**src/rtl/ifu_ctrl.sv**
```systemverilog
// Instruction fetch controller: sequences PC register writes and a single
// outstanding instruction-memory fetch, handing instructions to decode.
module ifu_ctrl #(
  parameter int               WIDTH    = 32,
  parameter logic [WIDTH-1:0] RESET_PC = 32'h80000000
) (
  input  logic             i_clk,
  input  logic             i_rst,
  input  logic [WIDTH-1:0] i_pc,
  output logic             o_ifu_wen,
  output logic [WIDTH-1:0] o_next_pc,
  output logic             o_imem_req,
  output logic [WIDTH-1:0] o_imem_addr,
  input  logic             i_imem_gnt,
  input  logic             i_imem_rvalid,
  input  logic [31:0]      i_imem_rdata,
  input  logic             i_imem_err,
  output logic             o_inst_valid,
  output logic [31:0]      o_inst,
  output logic [WIDTH-1:0] o_inst_pc,
  output logic             o_inst_err,
  input  logic             i_id_ready,
  input  logic             i_redirect,
  input  logic [WIDTH-1:0] i_redirect_pc,
  input  logic             i_halt,
  output logic             o_halted,
  output logic [31:0]      o_fetch_cnt
);

  typedef enum logic [2:0] {
    S_IDLE,
    S_REQ,
    S_WAIT,
    S_VALID,
    S_HALT
  } state_t;

  state_t           state;
  state_t           state_nxt;
  logic             discard;
  logic             discard_nxt;
  logic             capture_pc;
  logic             latch_rsp;
  logic             accept;
  logic [WIDTH-1:0] redirect_target;
  logic [WIDTH-1:0] seq_pc;

  assign redirect_target = {i_redirect_pc[WIDTH-1:2], 2'b00};
  assign seq_pc          = i_pc + WIDTH'(4);
  assign o_imem_addr     = i_pc;
  assign o_halted        = (state == S_HALT);

  // Redirect outranks every other event outside HALT; a redirect racing an
  // accepted request marks the eventual response for discard.
  always_comb begin
    state_nxt    = state;
    discard_nxt  = discard;
    o_ifu_wen    = 1'b0;
    o_next_pc    = RESET_PC;
    o_imem_req   = 1'b0;
    o_inst_valid = 1'b0;
    capture_pc   = 1'b0;
    latch_rsp    = 1'b0;
    accept       = 1'b0;

    case (state)
      S_IDLE: begin
        if (i_redirect) begin
          o_ifu_wen = 1'b1;
          o_next_pc = redirect_target;
          state_nxt = S_REQ;
        end else if (i_halt) begin
          state_nxt = S_HALT;
        end else begin
          state_nxt = S_REQ;
        end
      end

      S_REQ: begin
        o_imem_req = 1'b1;
        capture_pc = i_imem_gnt;
        if (i_redirect) begin
          o_ifu_wen = 1'b1;
          o_next_pc = redirect_target;
          if (i_imem_gnt) begin
            state_nxt   = S_WAIT;
            discard_nxt = 1'b1;
          end
        end else if (i_imem_gnt) begin
          state_nxt = S_WAIT;
        end
      end

      S_WAIT: begin
        if (i_redirect) begin
          o_ifu_wen = 1'b1;
          o_next_pc = redirect_target;
          if (i_imem_rvalid) begin
            state_nxt   = S_REQ;
            discard_nxt = 1'b0;
          end else begin
            discard_nxt = 1'b1;
          end
        end else if (i_imem_rvalid) begin
          if (discard) begin
            discard_nxt = 1'b0;
            state_nxt   = S_REQ;
          end else begin
            latch_rsp = 1'b1;
            state_nxt = S_VALID;
          end
        end
      end

      S_VALID: begin
        if (i_redirect) begin
          o_ifu_wen = 1'b1;
          o_next_pc = redirect_target;
          state_nxt = S_REQ;
        end else begin
          o_inst_valid = 1'b1;
          if (i_id_ready) begin
            o_ifu_wen = 1'b1;
            o_next_pc = seq_pc;
            accept    = 1'b1;
            state_nxt = i_halt ? S_HALT : S_REQ;
          end
        end
      end

      S_HALT: begin
        state_nxt = S_HALT;
      end

      default: begin
        state_nxt = S_IDLE;
      end
    endcase
  end

  // Controller state plus the registered instruction presented to decode.
  always_ff @(posedge i_clk) begin
    if (i_rst) begin
      state       <= S_IDLE;
      discard     <= 1'b0;
      o_inst      <= 32'd0;
      o_inst_pc   <= '0;
      o_inst_err  <= 1'b0;
      o_fetch_cnt <= 32'd0;
    end else begin
      state   <= state_nxt;
      discard <= discard_nxt;
      if (capture_pc) begin
        o_inst_pc <= i_pc;
      end
      if (latch_rsp) begin
        o_inst     <= i_imem_rdata;
        o_inst_err <= i_imem_err;
      end
      if (accept) begin
        o_fetch_cnt <= o_fetch_cnt + 32'd1;
      end
    end
  end

endmodule
```
**config.mk**
```make
export PLATFORM = sky130hd
export DESIGN_NAME = ifu_ctrl
export DESIGN_NICKNAME = d
export VERILOG_FILES = /design/src/rtl/ifu_ctrl.sv
export SDC_FILE = /design/constraint.sdc
export NUM_CORES = 1
export LEC_CHECK = 0
export ABC_AREA = 1
export CELL_PAD_IN_SITES_DETAIL_PLACEMENT = 0
export CELL_PAD_IN_SITES_GLOBAL_PLACEMENT = 1
export CORE_MARGIN = 4
export CORE_UTILIZATION = 30
export CTS_CLUSTER_DIAMETER = 120
export DETAILED_ROUTE_END_ITERATION = 6
export PLACE_DENSITY = 0.95
export SYNTH_ARGS = -nofsm -noshare
export SYNTH_HDL_FRONTEND = slang
export SYNTH_SLANG_ARGS = --single-unit
```
**constraint.sdc**
```tcl
create_clock -name i_clk -period 6.05 [get_ports i_clk]
set_input_delay 1.5125 -clock i_clk [delete_from_list [all_inputs] [get_ports i_clk]]
set_output_delay 1.5125 -clock i_clk [all_outputs]
set_load 0.03 [all_outputs]
```
==> reports/results.ini <==
[synthesis]
muxShareOfSynthArea_pct = 0
synth-seq-area-share_pct = 35.5
avgSynthCellArea_um2 = 6.37
synthesis.nets = 999
yosysUniqueCellTypes = 38
yosys_warnings = 0
synth_xor_area_share_pct = 0.308
synthArstFlopShare_pct = 0
yosys.area_share.simple_pct = 37.1
synthAdderAreaFrac_pct = 0.440
ys_seq_elements = 101
synthCells = 893
synth_compound_area_share_pct = 13.8
synth_flop_cell = dfxtp_1
synth_enable_flop_cells = 0
synth_top_family_by_area = simple AND/OR/NAND/NOR gates
synth_area_um2 = 5690

[grt]
overflow = 0
grtUsageTotal_pct = 18.6
grt_pass1_vias = 6000
grt_pass1_wl_um = 32400
antenna_found_initial = 0
grt_max_degree = 49

[power_and_ir_drop]
p_int_uw = 1380
ir_drop_mv = 0.162
seq_power_share_pct = 36.4
leakagePower_uw = 0.00340
pwr-share-comb_pct = 38.2
p_per_area_nw_per_um2 = 256
clkPwrFrac_pct = 25.4
p_sw_share_pct = 37.2
switching_power_uw = 817

[cts]
cts_setup_buffers = 0
clkLatencyLatePin_ns = 0.35
ctsResizeCount = 0
hold_buffers = 0
cts.sinks = 101
cts_buffer_depth = 2
root_buffer = clkbuf_16
clk_pin_slew_ns = 0.06
tritoncts = done
cts_htree_levels = 3
cts_made_buffers = 9

[hold_path]
hold_start = discard
min_to = discard
hp-class = reg -> reg
min_path_cells = 2

[routing]
num_vias = 6377
wl_per_cell_um = 15.1
vias_per_cell = 4.71
ant_nets = 0
drt_wl_total_um = 20500
drt-pass1-iter-count = 5
drc = 0
drtIter0Drc = 357

[floorplanning]
die_h_um = 146
dieArea_um2 = 21200
rows = 50
dieWidth_um = 146
coreArea_um2 = 18700
ios = 269
start_util_pct = 30.4

[timing]
slew_viol_final = 0
maxSlewHeadroom_pct = 36.6
setup_viol = 0
achievable-frequency_mhz = 175
tightest_slew_ns = 0.948
setup_tns_ns = 0
fin_worst_skew_ns = 0.00777
period_share_pct = 94.5
rsz0062_at_grt = no
final_hold_viol_count = 0
finalCriticalPeriod_ns = 5.72

[layout]
syn_to_final_growth_pct = 50.5
final_cell_mix = clkdlybuf4s50_1 (266), nor2_1 (203), nand2_1 (187)
finalNetCount = 1221
diodes = 0
final_util_pct = 45.8
final_layout_size_suffix_gt1_share_pct = 4.20
mostFrequentLayoutCell = clkdlybuf4s50_1

[worst_setup_path]
worst_r2r_path_depth = 7
arrival_ns = 4.21
path_max_fanout = 5
r2r-end = o_inst_pc[21]
required_ns = 4.54
ff2ff_setup_slack_ns = 3.84
cp-end-kind = primary output
start_kind = primary input
r2r-start = state[0]
path_class = in -> out

[place]
portBuffers = 266
place.gp.congestion = 0.950
place_hpwl_um = 15800

[outcome]
status = finished, final reports clean

[flow_run]
maxCapViolCount = 0

-- critical path, cell delays in order --
cell and delay, ns:
clkdlybuf4s50_1 0.61, ha_1 0.23, nand2_1 0.08, nor2_1 0.16, nand2_1 0.07, nor2_1 0.27, nand2_1 0.14, nor2_1 0.26
nor2_1 0.07, o21ai_1 0.13, clkdlybuf4s50_1 0.67
-- flip-flops by register name (all words and copies together), names as in the netlist --
| name | flops |
|---|---|
| o_fetch_cnt | 32 |
| o_inst | 32 |
| o_inst_pc | 32 |
| state | 3 |
| discard | 1 |
| o_inst_err | 1 |
-- worst max-delay path by stage --
stage / from / to / depth (start not counted)
after detailed placement: i_pc[2] / o_next_pc[22] / 11
final: i_pc[2] / o_next_pc[22] / 11
after global placement: i_pc[2] / o_next_pc[22] / 11
after floorplan: i_pc[2] / o_next_pc[20] / 7
after global routing: i_pc[2] / o_next_pc[22] / 11
after CTS: i_pc[2] / o_next_pc[22] / 11
-- Yosys cell counts (2+ instances only) --
cell type  count  area (um2)
clkbuf_1      14        52.6
nand2_1      187         702
nor2_2         5        31.3
a31oi_1        4        25.0
o21ai_0       93         465
o21bai_1       5        37.5
o21ai_1       10        50.1
ha_1           2        25.0
buf_2          4        20.0
inv_1         75         282
nor3_1        18        90.1
nor2_1       204         766
buf_4         37         278
nand4_1       18         113
xor2_1         2        17.5
a21oi_1       32         160
nor2_4         6        67.6
nand3_2        5        50.1
buf_6          6        67.6
nand3_1       43         215
inv_2          4        15.0
nand3b_1       3        22.5
dfxtp_1      101        2020
-- final cells by class --
class	instances	area [um2]
clock buffers	13	260
clock inverters	3	20.0
fillers	1983	10100
inverters	81	307
multi-input cells	649	2950
flip-flops and latches	101	2020
well taps	234	293
repair buffers	273	2720
-- stage by stage --
step | total power [uW] | area (um2) | worst slack [ns] | cells | hold WS (ns)
detailed placement | 1660 | 8280 | 0.412 | 1338 | 0.488
finish | 2200 | 8560 | 0.331 | 1354 | 0.500
global route | 2310 | 8560 | 0.171 | 1354 | 0.530
CTS | 2220 | 8560 | 0.407 | 1354 | 0.502
global placement | 1650 | 8280 | 0.444 | 1338 | 0.467
floorplan | 1300 | 5690 | 1.54 | 893 | 0.452
-- power groups by stage --
| stage | Sequential [uW] | Clock, uW | Combinational, uW |
|---|---|---|---|
| final | 799 | 558 | 839 |
| after global routing | 811 | 600 | 900 |
| after CTS | 799 | 576 | 846 |
| after detailed placement | 812 | 0 | 844 |
| after global placement | 810 | 0 | 840 |
| after floorplan | 956 | 0 | 340 |
-- cells by family (layout without fill, tap and decap cells) --
family,count (synthesis),after routing
compound gates,150,150
xor+xnor,2,2
fa+ha+maj,2,2
buf+inv,143,370
flops,101,101
simple gates,495,495
-- per-layer routing --
layer	part of all wire, %	GRT usage (%)	up-vias
li1	-	-	3286
met1	44	24.1	2845
met2	47	30.6	229
met3	7.9	5.76	17
met4	1.3	4.27	0
met5	0	0	-
Note: power is estimated with default switching activity, not from simulation.
